### src/rtl/exponent_request_sequencer.sv
// Initiator side of the exponent-finder handshake: runs the finder once per accepted
// prime base and emits (base, exponent) pairs on a valid/ready stream.
module exponent_request_sequencer #(
   parameter int TIMEOUT = 64,
   parameter int GAP     = 2
) (
   input  logic        clk,
   input  logic        rst,
   input  logic [63:0] boundary,
   input  logic        in_valid,
   output logic        in_ready,
   input  logic [8:0]  in_base,
   output logic        find_enable,
   output logic [63:0] find_boundary,
   output logic [8:0]  find_base,
   input  logic        find_ready,
   input  logic [7:0]  find_exponent,
   output logic        pair_valid,
   input  logic        pair_ready,
   output logic [8:0]  pair_base,
   output logic [7:0]  pair_exponent,
   output logic        pair_error,
   output logic [15:0] pair_count,
   output logic        busy
);

   localparam int TW = $clog2(TIMEOUT + 1);
   localparam int GW = $clog2(GAP + 1);
   localparam logic [TW-1:0] TIMER_LAST = TW'(TIMEOUT - 1);
   localparam logic [GW-1:0] GAP_LAST   = GW'(GAP - 1);

   typedef enum logic [2:0] {
      ST_IDLE,
      ST_ARM,
      ST_WAIT,
      ST_DRAIN,
      ST_EMIT
   } state_t;

   state_t          state;
   state_t          state_next;
   logic [TW-1:0]   timer;
   logic [GW-1:0]   gap_cnt;
   logic            accept;
   logic            capture;
   logic            timeout;
   logic            base_illegal;

   assign base_illegal = (in_base < 9'd2);
   assign in_ready     = (state == ST_IDLE);
   assign busy         = (state != ST_IDLE);
   assign pair_valid   = (state == ST_EMIT);
   assign pair_base    = find_base;

   always_ff @(posedge clk or posedge rst) begin
      if (rst) begin
         state <= ST_IDLE;
      end else begin
         state <= state_next;
      end
   end

   // ARM deliberately ignores find_ready: it may still be high from the previous run.
   always_comb begin
      state_next = state;
      accept     = 1'b0;
      capture    = 1'b0;
      timeout    = 1'b0;
      case (state)
         ST_IDLE: begin
            if (in_valid) begin
               accept     = 1'b1;
               state_next = base_illegal ? ST_EMIT : ST_ARM;
            end
         end
         ST_ARM: begin
            state_next = ST_WAIT;
         end
         ST_WAIT: begin
            if (find_ready) begin
               capture    = 1'b1;
               state_next = ST_DRAIN;
            end else if (timer == TIMER_LAST) begin
               timeout    = 1'b1;
               state_next = ST_DRAIN;
            end
         end
         ST_DRAIN: begin
            if (gap_cnt == GAP_LAST) begin
               state_next = ST_EMIT;
            end
         end
         ST_EMIT: begin
            if (pair_ready) begin
               state_next = ST_IDLE;
            end
         end
         default: begin
            state_next = ST_IDLE;
         end
      endcase
   end

   always_ff @(posedge clk or posedge rst) begin
      if (rst) begin
         find_enable   <= 1'b0;
         find_base     <= '0;
         find_boundary <= '0;
         pair_exponent <= '0;
         pair_error    <= 1'b0;
         timer         <= '0;
         gap_cnt       <= '0;
         pair_count    <= '0;
      end else begin
         find_enable <= (state_next == ST_ARM) || (state_next == ST_WAIT);
         if (accept) begin
            find_base     <= in_base;
            find_boundary <= boundary;
            pair_exponent <= '0;
            pair_error    <= base_illegal;
            timer         <= '0;
         end
         if (state == ST_WAIT) begin
            timer <= timer + TW'(1);
         end
         if (capture) begin
            pair_exponent <= find_exponent;
         end
         if (timeout) begin
            pair_exponent <= '0;
            pair_error    <= 1'b1;
         end
         gap_cnt <= (state == ST_DRAIN) ? gap_cnt + GW'(1) : '0;
         if ((state == ST_EMIT) && pair_ready) begin
            pair_count <= pair_count + 16'd1;
         end
      end
   end

endmodule

### config.mk
export PLATFORM = sky130hd
export DESIGN_NAME = exponent_request_sequencer
export DESIGN_NICKNAME = d
export VERILOG_FILES = /design/src/rtl/exponent_request_sequencer.sv
export SDC_FILE = /design/constraint.sdc
export NUM_CORES = 1
export LEC_CHECK = 0
export CAP_MARGIN = 10
export CORE_ASPECT_RATIO = 1.2
export CORE_MARGIN = 1
export CORE_UTILIZATION = 42
export CTS_CLUSTER_DIAMETER = 50
export DETAILED_ROUTE_END_ITERATION = 16
export GPL_TIMING_DRIVEN = 0
export HOLD_SLACK_MARGIN = 0.08
export PLACE_DENSITY = 0.8
export SYNTH_ARGS = -nofsm -noshare
export SYNTH_HDL_FRONTEND = slang
export SYNTH_SLANG_ARGS = --single-unit
### constraint.sdc
create_clock -name clk -period 4.57 [get_ports clk]
set_input_delay 0.914 -clock clk [delete_from_list [all_inputs] [get_ports clk]]
set_output_delay 0.914 -clock clk [all_outputs]
set_load 0.05 [all_outputs]
# Word-level counts from Yosys, hierarchy flattened

Index checks and enable logic that the tools add are counted.

Add/sub/neg operators: 3
Order comparisons: 1
Eq/ne operators: 8
Mux-type cells: 22
Reduce and logical (&&, ||, !) cells: 7

Operators with widths:

| cell                    | number |
|---|---|
| $mux W8                 | 3 |
| $mux W3                 | 6 |
| $add A16 B1 Y16 const B | 1 |
| $pmux W3 S5             | 1 |
| $mux W7                 | 2 |
| $eq A3 B2 Y1 const B    | 3 |
| $lt A9 B2 Y1 const B    | 1 |
| $mux W1                 | 9 |
| $add A7 B1 Y7 const B   | 1 |
| $eq A7 B6 Y1 const B    | 1 |
| $eq A3 B1 Y1 const B    | 2 |
| $reduce_bool A3 Y1      | 2 |
| $reduce_bool A2 Y1      | 2 |
| $eq A3 B3 Y1 const B    | 1 |
| $logic_not A3 Y1        | 1 |
| $add A2 B1 Y2 const B   | 1 |
| $eq A2 B1 Y1 const B    | 1 |
| $mux W2                 | 1 |
| $logic_and A1 B1 Y1     | 1 |
| $logic_or A1 B1 Y1      | 1 |

Register bits after elaboration: 111
Input port bits: 86
Output and inout bits: 111
Word-level logic and storage cells: 50

# Longest topological paths before layout

Depth in word-level cells: 6
Mapped depth: 8
Mapped depth without buffers: 5

# Worst setup path after synthesis

OpenSTA, ideal clock, no wires.

Path type: reg2out
From: register state[1]
To: output port in_ready
Arrival: 1,217 ps
Slack: 2,439 ps
Stages on the path, launching flop included: 4
Path buffers: 1
Path through: dfrtp_1 -> buf_4 -> or3_4 -> inv_2

Cells in the longest elaborated chain, start to end: 1

Ends and longest elaborated chain:

| element                  | line | source |
|---|---|---|
| start: declaration       | 40   | `state_t state;` |
| start signal: assignment | 59   | `state <= state_next;` |
| $logic_not A3 Y1         | 50   | `assign in_ready = (state == ST_IDLE);` |
| end: declaration         | 11   | `output logic in_ready,` |

No other way between the ends.

# Worst setup path after layout

Same ends and word-level chain as after synthesis.

==> flow_metrics.env <==
export IMPL_outcome="completed"
export IMPL_grt_pass1_wl_um=19000
export IMPL_tightest_slew_ns=0.837
export IMPL_fp_dieH_um=117
export IMPL_r2r_end="pair_exponent[7]"
export IMPL_cts_buffers=9
export IMPL_ys_types=38
export IMPL_start_util=0.435
export IMPL_drt_pre_antenna_iters=4
export IMPL_final_nets=770
export IMPL_h_tree_depth=3
export IMPL_crit_fanout=10
export IMPL_clockBufferDepth=2
export IMPL_critPathCaptureType="primary output"
export IMPL_placed_area_mm2=0.00674
export IMPL_final_min_clock_period_ns=3.06
export IMPL_cts_setup_buffers=0
export IMPL_synth_net_count=562
export IMPL_leakage_nw=3.39
export IMPL_drc=0
export IMPL_ys_warn_count=0
export IMPL_areaGrowthSynthToFinish_pct=53.7
export IMPL_hold_viol_final=0
export IMPL_total_power_mw=5.50
export IMPL_netlist_area_mm2=0.00460
export IMPL_drive_above_1_share=0.0758
export IMPL_critPathMaxStageDelay_ns=0.82
export IMPL_worstSkewPairLatency_ns=0.34
export IMPL_worst_path_max_delay_cell="clkdlybuf4s50_1"
export IMPL_final_util=0.668
export IMPL_routed_wl_um=11400
export IMPL_fin_skew_ns=0.00846
export IMPL_hold_start="gap_cnt[0]"
export IMPL_timing_setup_tns_ns=0
export IMPL_antenna_found_initial=0
export IMPL_seq_area_frac_synth=0.604
export IMPL_cts_hold_buf=0
export IMPL_root_buffer="clkbuf_16"
export IMPL_die_area_mm2=0.0114
export IMPL_max_cap_violations=0
export IMPL_maxClockFrequency_mhz=327
export IMPL_final_area_mm2=0.00706
export IMPL_crit_arrival_ns=2.14
export IMPL_grt_use_total=0.208
export IMPL_place_inst=799
export IMPL_routed_via_count=4008
export IMPL_grt_pass1_vias=4008
export IMPL_r2r_start="timer[0]"
export IMPL_dieWidth_um=97.5
export IMPL_holdPathStages=1
export IMPL_maxSlewHeadroom=0.442
export IMPL_slew_violations=0
export IMPL_critPathRequiredTime_ns=3.66
export IMPL_r2r_slack_ns=2.75
export IMPL_grt_overflow=0
export IMPL_hold_end="gap_cnt[0]"
export IMPL_power_density_mw_per_mm2=778
export IMPL_clkSinkCount=111
export IMPL_instances_no_fill=815
export IMPL_post_synth_cell_area_avg_um2=9.72
export IMPL_rows=41
export IMPL_crit_chain="buf_4, or3_4, inv_2, clkdlybuf4s50_1"
export IMPL_synth_seq_cells=111
export IMPL_rsz0062_at_grt="no"
export IMPL_ir_drop_mv=0.524
export IMPL_antennaDiodeCount=0
export IMPL_cts_clk_slew_worst_paths_ns=0.07
export IMPL_grt_max_degree=69
export IMPL_setup_viol=0
export IMPL_worstSetupPathType="register to primary output"
export IMPL_core_area_mm2=0.0106
export IMPL_min_path_type="register to register"
export IMPL_worstRegToRegCells=5
export IMPL_min_period_over_period=0.669
export IMPL_hpwl_um=8480
export IMPL_wire_per_inst_um=14.0
export IMPL_ios=197
export IMPL_cts_tree="yes"
export IMPL_fill_cells=837
export IMPL_ctsResizeCount=0
export IMPL_antenna_left=0
export IMPL_syn_instance_count=473
export IMPL_io_buffers=196
export IMPL_startpoint_type="register"
export IMPL_routabilityCongestion=0.769
export IMPL_routed_via_density=4.92
export IMPL_first_iter_violations=164
layout by cell type, fill, tap and decap left out, drive strengths merged, types with 2 or more instances in the layout:
cell type / count
buf: 24
clkdlybuf4s50: 196
o221ai: 2
xnor2: 11
clkinv: 4
a22o: 8
o211ai: 2
dfrtp: 111
ha: 3
xor2: 4
nand4: 5
nor4: 5
nand3: 8
bufinv: 2
nand2: 239
clkbuf: 16
inv: 8
nor2: 8
o21ai: 9
and3: 5
per-layer routing:
layer	track usage	part of all wire	wire, µm	up-vias
met5	0	0	0	-
li1	-	-	-	1914
met4	0.0627	0.013	150	0
met3	0.0592	0.065	742	14
met1	0.263	0.42	4790	1929
met2	0.352	0.50	5770	151
synthesized netlist by cell type:
cell type	number	area [µm²]
a21oi_2	1	8.76
nand3b_1	1	7.51
or3_4	1	11.3
o21ai_0	9	45.0
xnor2_1	11	96.3
buf_4	14	105
nand3_1	8	40.0
nor4_4	2	42.5
and4bb_2	1	12.5
or2_1	1	6.26
a22o_1	8	70.1
xor2_1	4	35.0
o31ai_1	1	7.51
nand4bb_4	1	27.5
nor4b_4	1	23.8
dfrtp_1	111	2780
nor2_1	8	30.0
nor3b_2	1	12.5
o211ai_1	2	15.0
and2_1	1	6.26
a41o_1	1	10.0
inv_1	6	22.5
nand2_1	238	893
nor3_1	1	5.00
nor4_1	3	18.8
nand4_1	5	31.3
nand2b_1	1	6.26
buf_6	6	67.6
inv_2	1	3.75
o221ai_1	2	17.5
a31oi_1	1	6.26
nand2_2	1	6.26
and3_1	5	31.3
clkbuf_1	7	26.3
or3b_2	1	8.76
ha_1	3	37.5
buf_2	3	15.0
o311ai_1	1	8.76
sequential cells by signal, indices dropped and copies added, names as in the netlist:
register	flops
find_enable	1
state	3
timer	7
pair_count	16
find_base	9
pair_error	1
find_boundary	64
pair_exponent	8
gap_cnt	2
critical path, delay by kind of cell (launching register included):
kind	cells	cell delay (ns)
buffers and inverters	3	1.05
DFF	1	0.36
and+or+nand+nor	1	0.39
cell type report:
| class | count | area, µm² | area share |
|---|---|---|---|
| sequential | 111 | 2780 | 0.393 |
| buffer | 30 | 214 | 0.0303 |
| multi-input combinational | 325 | 1580 | 0.224 |
| inverter | 7 | 28.8 | 0.00407 |
| clock inverter | 7 | 96.3 | 0.0136 |
| clock buffer | 9 | 225 | 0.0319 |
| timing repair buffer | 197 | 1980 | 0.281 |
| tap | 129 | 161 | 0.0228 |
per-stage QoR:
stage,hold WS [ns],setup slack (ns)
3_3_place_gp,0.419,-0.752
5_1_grt,0.462,1.43
4_1_cts,0.444,1.50
2_1_floorplan,0.410,0.725
3_5_place_dp,0.434,1.88
6_report,0.439,1.51
power by group:
group | total, mW | switching, mW | internal [mW]
logic | 3.06 | 2.02 | 1.04
clock network | 0.835 | 0.353 | 0.483
registers | 1.60 | 0.235 | 1.37
total | 5.50 | 2.61 | 2.89
worst max-delay path by stage:
| stage | slack [ns] | cells past startpoint | to | from |
|---|---|---|---|---|
| 2_1_floorplan | 0.73 | 1 | find_base[0] | rst |
| 3_5_place_dp | 1.88 | 4 | in_ready | state[1] |
| 5_1_grt | 1.43 | 4 | in_ready | state[1] |
| 3_3_place_gp | -0.75 | 2 | find_boundary[47] | rst |
| 6_report | 1.51 | 4 | in_ready | state[1] |
| 4_1_cts | 1.50 | 4 | in_ready | state[1] |
cell families after synthesis:
group,Yosys count,synth area share
buffers and inverters,37,0.0523
adders and majority gates,3,0.00817
and+or+nand+nor,281,0.266
AOI/OAI and AO/OA,26,0.0411
xor gates and xnor gates,15,0.0286
DFF,111,0.604
(Power assumes the default switching activity.)
